$ cat src/rtl/hazard_scoreboard.sv
// Decode-side scoreboard for long-latency destinations: stalls RAW/WAW/capacity hazards, clears at write-back.
// Optional stall cycle counter output enabled by defining HAZARD_SCOREBOARD_STALLCNT_EN.
module hazard_scoreboard #(
    parameter int NREG            = 32,
    parameter int MAX_OUTSTANDING = 4
) (
    input  logic            clk,
    input  logic            rstn,
    input  logic [4:0]      rs1,
    input  logic [4:0]      rs2,
    input  logic            issue_valid,
    input  logic [4:0]      issue_rd,
    input  logic            issue_wen,
    input  logic            issue_long,
    input  logic            wb_valid,
    input  logic [4:0]      wb_rd,
    input  logic            flush,
    output logic            stall,
    output logic [NREG-1:0] busy_vec,
    output logic [3:0]      outstanding,
`ifdef HAZARD_SCOREBOARD_STALLCNT_EN
    output logic [31:0]     stall_cnt,
`endif
    output logic            wb_err
);

    logic [NREG-1:0] r_busy;
    logic [3:0]      r_outstanding;
    logic            r_wb_err;

    logic [31:0]     w_busy_ext;
    logic [31:0]     w_set_ext;
    logic [31:0]     w_clr_ext;
    logic            w_hit1;
    logic            w_hit2;
    logic            w_waw;
    logic            w_full;
    logic            w_stall;
    logic            w_fire;
    logic            w_wb_hit;
    logic            w_wb_spur;

    // Register indices are 5 bits wide; zero-extend so any index is a legal lookup.
    assign w_busy_ext = 32'(r_busy);

    // A write-back landing this cycle is forwarded, so it cancels the hazard on that register.
    assign w_hit1  = w_busy_ext[rs1] && !(wb_valid && (wb_rd == rs1));
    assign w_hit2  = w_busy_ext[rs2] && !(wb_valid && (wb_rd == rs2));
    assign w_waw   = issue_wen && w_busy_ext[issue_rd] && !(wb_valid && (wb_rd == issue_rd));
    assign w_full  = issue_long && issue_wen && (r_outstanding == 4'(MAX_OUTSTANDING)) &&
                     !(wb_valid && w_busy_ext[wb_rd]);
    assign w_stall = issue_valid && (w_hit1 || w_hit2 || w_waw || w_full);

    assign w_fire    = issue_valid && !w_stall && issue_wen && issue_long && (issue_rd != 5'd0);
    assign w_wb_hit  = wb_valid && (wb_rd != 5'd0) && w_busy_ext[wb_rd];
    assign w_wb_spur = wb_valid && (wb_rd != 5'd0) && !w_busy_ext[wb_rd];

    assign w_set_ext = 32'(w_fire) << issue_rd;
    assign w_clr_ext = 32'(w_wb_hit) << wb_rd;

    always_ff @(posedge clk or negedge rstn) begin
        if (!rstn) begin
            r_busy        <= '0;
            r_outstanding <= '0;
            r_wb_err      <= 1'b0;
        end else begin
            if (flush) begin
                r_busy        <= '0;
                r_outstanding <= '0;
            end else begin
                // Set is applied after clear so a same-rd issue wins over its retiring predecessor.
                r_busy        <= (r_busy & ~w_clr_ext[NREG-1:0]) | w_set_ext[NREG-1:0];
                r_outstanding <= r_outstanding + 4'(w_fire) - 4'(w_wb_hit);
            end
            if (w_wb_spur) begin
                r_wb_err <= 1'b1;
            end
        end
    end

`ifdef HAZARD_SCOREBOARD_STALLCNT_EN
    logic [31:0] r_stall_cnt;

    always_ff @(posedge clk or negedge rstn) begin
        if (!rstn) begin
            r_stall_cnt <= '0;
        end else begin
            r_stall_cnt <= r_stall_cnt + 32'(w_stall);
        end
    end

    assign stall_cnt = r_stall_cnt;
`endif

    assign stall       = w_stall;
    assign busy_vec    = r_busy;
    assign outstanding = r_outstanding;
    assign wb_err      = r_wb_err;

endmodule

$ cat config.mk
export PLATFORM = sky130hd
export DESIGN_NAME = hazard_scoreboard
export DESIGN_NICKNAME = d
export VERILOG_FILES = /design/src/rtl/hazard_scoreboard.sv
export SDC_FILE = /design/constraint.sdc
export NUM_CORES = 1
export LEC_CHECK = 0
export BUFFER_PORTS_ARGS = -buffer_cell sky130_fd_sc_hd__buf_2
export CORE_UTILIZATION = 51
export DETAILED_ROUTE_END_ITERATION = 10
export PLACE_DENSITY = 0.85
export SYNTH_ARGS = -nofsm -noshare
export SYNTH_HDL_FRONTEND = slang
export SYNTH_SLANG_ARGS = --single-unit
$ cat constraint.sdc
create_clock -name clk -period 2.7 [get_ports clk]
set_clock_uncertainty 0.05 [all_clocks]
set_input_delay 0.27 -clock clk [delete_from_list [all_inputs] [get_ports clk]]
set_output_delay 0.27 -clock clk [all_outputs]
set_load 0.03 [all_outputs]
# Yosys cells after proc, flatten, opt, wreduce, memory -nomap -nowiden
# Index checks and enable logic that the tools add are counted.
[classes]
n_addsub = 2
order_cmp = 4
eq_ne = 4
shift = 2
mux = 10
n_bitwise = 3
n_reduce_logical = 30
[ops]
columns = ["op", "count"]
rows = [
  ["1-bit by 5-bit left shift with 32-bit output", 2],
  ["32-bit AND", 1],
  ["32-bit two-way mux", 1],
  ["32-bit NOT", 1],
  ["32-bit bitwise OR", 1],
  ["5-bit by 6-bit < comparator with 1-bit output (second input constant)", 4],
  ["1-bit binary-select mux with 5-bit select", 4],
  ["1-bit logical AND", 19],
  ["5-bit == test", 3],
  ["5-bit nonzero test", 2],
  ["1-bit logical NOT", 6],
  ["4-bit by 1-bit adder with 4-bit output", 1],
  ["4-bit by 3-bit == test with 1-bit output (second input constant)", 1],
  ["1-bit two-way mux", 4],
  ["4-bit two-way mux", 1],
  ["4-bit by 1-bit subtractor with 4-bit output", 1],
  ["1-bit logical OR", 3],
]
[word_totals]
regBits = 37
inputBits = 27
word_cells = 58

# Longest topological paths before layout
[depth]
word_depth = 16
depth_mapped = 14
depth_no_buf = 12

# Worst setup path before layout
# No wires, ideal clock.
[synth_timing]
path_type = "reg2reg"
startpoint = "reg r_busy[15] (netlist: busy_vec[15])"
endpoint = "reg r_outstanding[2] (netlist: outstanding[2])"
setup_ns = 0.132
arrival_ns = 2.777
required_ns = 2.518
slack_ns = -0.258
stages_incl_launch_ff = 11
n_path_buf = 0
period_less_slack_ns = 2.958
cell_sequence = "dfrtp_1 > mux4_2 > mux2_2 > a211oi_1 > o221a_2 > nand4_1 > xnor2_1 > ha_1 > fa_1 > xnor2_1 > nor2_1"
[synth_via]
elab_chain_cells = 15
elab_cells_between_ends = 28
classes_between = "2 x add/sub; 9 x mux; 17 x reduce/logical"
[synth_rtl]
columns = ["item", "line", "rtl"]
rows = [
  ["start: declaration", "27", "logic [NREG-1:0] r_busy;"],
  ["start signal: assignment", "72", "r_busy <= (r_busy & ~w_clr_ext[NREG-1:0]) | w_set_ext[NREG-1:0];"],
  ["1-bit binary-select mux with 5-bit select (on tied branches)", "-", ""],
  ["1-bit two-way mux (on tied branches)", "-", ""],
  ["1-bit logical AND (on tied branches)", "-", ""],
  ["1-bit logical OR (tied with other cells)", "52", "assign w_stall = issue_valid && (w_hit1 || w_hit2 || w_waw || w_full);"],
  ["1-bit logical OR or 1-bit logical AND (tied branches)", "52, 50", ""],
  ["1-bit logical OR", "52", ""],
  ["1-bit logical AND", "52", ""],
  ["1-bit logical NOT", "54", "assign w_fire = issue_valid && !w_stall && issue_wen && issue_long && (issue_rd != 5'd0);"],
  ["1-bit logical AND (4 in series)", "54", ""],
  ["4-bit by 1-bit adder with 4-bit output", "73", "r_outstanding <= r_outstanding + 4'(w_fire) - 4'(w_wb_hit);"],
  ["4-bit by 1-bit subtractor with 4-bit output (*)", "73", ""],
  ["4-bit two-way mux (*)", "67", "if (flush) begin"],
  ["end signal: assignment", "73", ""],
  ["end: declaration", "28", "logic [3:0] r_outstanding;"],
]
# Mark *: on every way between the ends. The rest lies on a longest branch, timed or not. The select of a mux whose other input is x is not followed.
# A chain may end at the register's enable or synchronous reset.

# Final worst setup path
[layout_timing]
startpoint = "reg r_busy[15] (netlist: busy_vec[15])"
endpoint = "reg r_outstanding[1] (netlist: outstanding[1])"
# Same word-level chain as after synthesis.

==> impl_metrics.py <==
metrics = {
    "floorplan": {
        "ios": 65,
        "num_rows": 29,
        "initial_core_util_pct": 52.8,
        "die_y_um": 83.1,
        "die_w_um": 83.1,
        "die-area_mm2": 0.00691,
        "placeableCoreArea_mm2": 0.00635,
    },
    "yosys": {
        "synthXorXnorAreaFrac_pct": 4.70,
        "synth_area_leaders": "dfrtp_1, mux4_2, nor2b_1",
        "ys_types": 51,
        "synth.largest_area_cell": "dfrtp_1",
        "async_flop_share_pct": 100,
        "syn_avg_cell_area_um2": 9.64,
        "ys_seq_area_share_pct": 27.6,
        "synth_edf_count": 0,
        "synth-seq-cells": 37,
        "synth_simple_gate_area_share_pct": 19.5,
        "synthCells": 348,
        "synth-adder-area-share_pct": 2.09,
        "yosysWarnings": 0,
        "synth_ff_type": "dfrtp_1",
        "syn_nets": 380,
        "synth_top_family_by_area": "multiplexers",
        "netlist_area_mm2": 0.00336,
        "yosys-mux-area-fraction_pct": 23.5,
        "synth_compound_area_share_pct": 17.1,
        "yosysTopAreaCellShare_pct": 27.6,
    },
    "sta": {
        "fin_ws_ps": -390,
        "rsz0062_at_grt": "true",
        "tightestPinTransition_ps": 860,
        "relSlewSlack_pct": 42.7,
        "timing.hold.ws_ps": 22.9,
        "finalHoldViolations": 0,
        "finalCritPeriodShare_pct": 114,
        "setup_viol": 4,
        "finalMaxSlewViolations": 0,
        "timing.setup.tns_ps": -1050,
        "fin_crit_ps": 3090,
        "max_freq_mhz": 324,
    },
    "global_routing": {
        "grt_usage_pct": 36.0,
        "grt_pass1_wl_um": 19000,
        "grt_max_degree": 43,
        "antenna_found_initial": 0,
        "grt_pass1_vias": 3576,
        "gr-total-overflow": 0,
    },
    "power": {
        "seq_power_share_pct": 40.5,
        "clkPwrFrac_pct": 27.4,
        "power_frac_comb_pct": 32.1,
        "cellLeakagePower_nw": 2.04,
        "ir_drop_uv": 278,
        "netSwitchingFraction_pct": 34.7,
        "p_int_w": 0.000937,
        "netSwitchingPower_w": 0.000499,
        "p_per_area_mw_per_mm2": 319,
    },
    "run_status": {
        "violations": "negative setup slack",
        "outcome": "complete, but fails checks",
    },
    "critical_path": {
        "cpPeakStageDelay_ps": 500,
        "crit_path_max_fanout": 5,
        "path_class": "flop to flop",
        "rrSetupSlack_ps": -390,
        "critPathRequiredTime_ps": 2810,
        "cp-start-kind": "flop",
        "path_cells": "mux4_2 -> mux2_4 -> a211oi_2 -> o221a_4 -> nand4_1 -> xnor2_1 -> ha_2 -> fa_2 -> nor2b_4",
        "cpMaxStageDelayCell": "mux4_2",
        "worst_setup_path_end_kind": "flop",
        "cp.arrival_ps": 3200,
    },
    "place": {
        "io_buffers": 64,
        "routabilityCongestion": 0.995,
        "hpwl_um": 9180,
    },
    "clock_tree": {
        "cts.sinks": 37,
        "cts_root_buf": "clkbuf_8",
        "clk_latency_ps": 300,
        "cts_buffer_depth": 2,
        "tritoncts": "done",
        "cts_buffers": 5,
        "clkTransAtPathRegs_ps": 80,
        "htree_levels": 2,
    },
    "detailed_routing": {
        "ant_nets": 0,
        "wl_per_cell_um": 22.2,
        "via_per_inst": 6.64,
        "drt-pass1-iter-count": 5,
        "first_iter_violations": 336,
        "num_vias": 3686,
        "drc_errors": 0,
        "totalWireLength_um": 12300,
    },
    "cells_and_area": {
        "final_common_cell": "buf_4",
        "drive_above_1_share_pct": 48.1,
        "area_delta_synth_final_pct": 33.9,
        "antenna_cells": 0,
        "postLayoutCoreUtil_pct": 70.8,
        "layout_common_cells": "buf_4, buf_2, o21ai_0, nor2b_1, mux4_2",
        "finalNetCount": 509,
    },
    "hold_path": {
        "hold_class": "primary input to asynchronous set/reset pin",
    },
    "flow_run": {
        "drv_cap": 0,
    },
}
synthesized netlist by cell type (3+ instances only):
| cell type | number |
|---|---|
| nand3_1 | 12 |
| mux2i_1 | 10 |
| nand4_1 | 6 |
| a21oi_1 | 4 |
| clkbuf_1 | 16 |
| inv_1 | 5 |
| ha_1 | 4 |
| o21ai_0 | 41 |
| xnor2_1 | 9 |
| nor2_1 | 14 |
| xor2_1 | 9 |
| buf_6 | 4 |
| mux4_2 | 26 |
| nand4b_1 | 3 |
| o31ai_1 | 20 |
| nor3_1 | 3 |
| and3_1 | 3 |
| buf_1 | 4 |
| nand2b_1 | 3 |
| nor4_1 | 3 |
| a211oi_1 | 5 |
| buf_2 | 8 |
| dfrtp_1 | 37 |
| nand2_1 | 17 |
| mux2_2 | 9 |
| a22oi_1 | 3 |
| nand3b_1 | 4 |
| nor2b_1 | 36 |
power by group through the flow:
stage                     registers [W]  clock network (W)  logic [W]
after floorplan                0.000621                  0   0.000239
after global placement         0.000590                  0   0.000410
after detailed placement       0.000592                  0   0.000423
after CTS                      0.000581           0.000400   0.000432
after global routing           0.000583           0.000419   0.000495
final                          0.000581           0.000394   0.000460
flip-flops by register name, indices dropped and copies added (netlist names):
register     flops
busy_vec        32
wb_err           1
outstanding      4
worst paths after layout:
path	start	to	cells past startpoint
min	rstn	busy_vec[14]	1
min reg2reg	wb_err	wb_err	1
min in group clk	wb_err	wb_err	1
max	busy_vec[15]	outstanding[1]	9
max reg2reg	busy_vec[15]	outstanding[1]	9
max in group asynchronous	rstn	busy_vec[0]	1
timing repair:
item	4_1_cts	5_1_grt
gates resized for setup	8	8
hold buffers	0	0
endpoints found under the setup margin	4	6
setup buffers	2	3
endpoints found under the hold margin	0	0
pin swaps	8	11
per-layer routing:
| metal | track usage, % | wire length, um | vias to the layer above | part of all wire, % |
|---|---|---|---|---|
| li1 | - | - | 1570 | - |
| met1 | 47.7 | 4690 | 1788 | 38 |
| met2 | 55.9 | 5770 | 274 | 47 |
| met3 | 7.55 | 1250 | 54 | 10 |
| met4 | 18.8 | 631 | 0 | 5.1 |
| met5 | 0 | 0 | - | 0 |
worst max-delay path: cells and delay by family, from the launching register on:
kind / cells / cell delay (ps)
DFF: 1 / 470
xor gates and xnor gates: 1 / 210
AOI/OAI and AO/OA: 2 / 450
and+or+nand+nor: 2 / 300
adders and majority gates: 2 / 670
muxes: 2 / 800
per-stage QoR:
| stage | std cells | worst slack, ps | cell area [um^2] | power, W |
|---|---|---|---|---|
| 2_1_floorplan | 348 | -154 | 3380 | 0.000861 |
| 3_3_place_gp | 542 | -303 | 4300 | 0.00100 |
| 3_5_place_dp | 542 | -351 | 4300 | 0.00102 |
| 4_1_cts | 552 | -282 | 4420 | 0.00141 |
| 5_1_grt | 555 | -470 | 4490 | 0.00150 |
| 6_report | 555 | -390 | 4490 | 0.00144 |
layout make-up:
type                    instances  area, um^2
flip-flops and latches         37         942
clock inverters                 3        17.5
inverters                       5        18.8
clock buffers                   5        68.8
fillers                       483        1860
multi-input cells             273        2320
well taps                      77        96.3
repair buffers                155        1030
kinds of logic after synthesis:
logic type | Yosys count
compound gates | 89
simple gates | 116
xor+xnor | 18
mux | 45
flops | 37
fa+ha+maj | 5
buf+inv | 38
No activity file was read; power rests on OpenSTA's default activity.
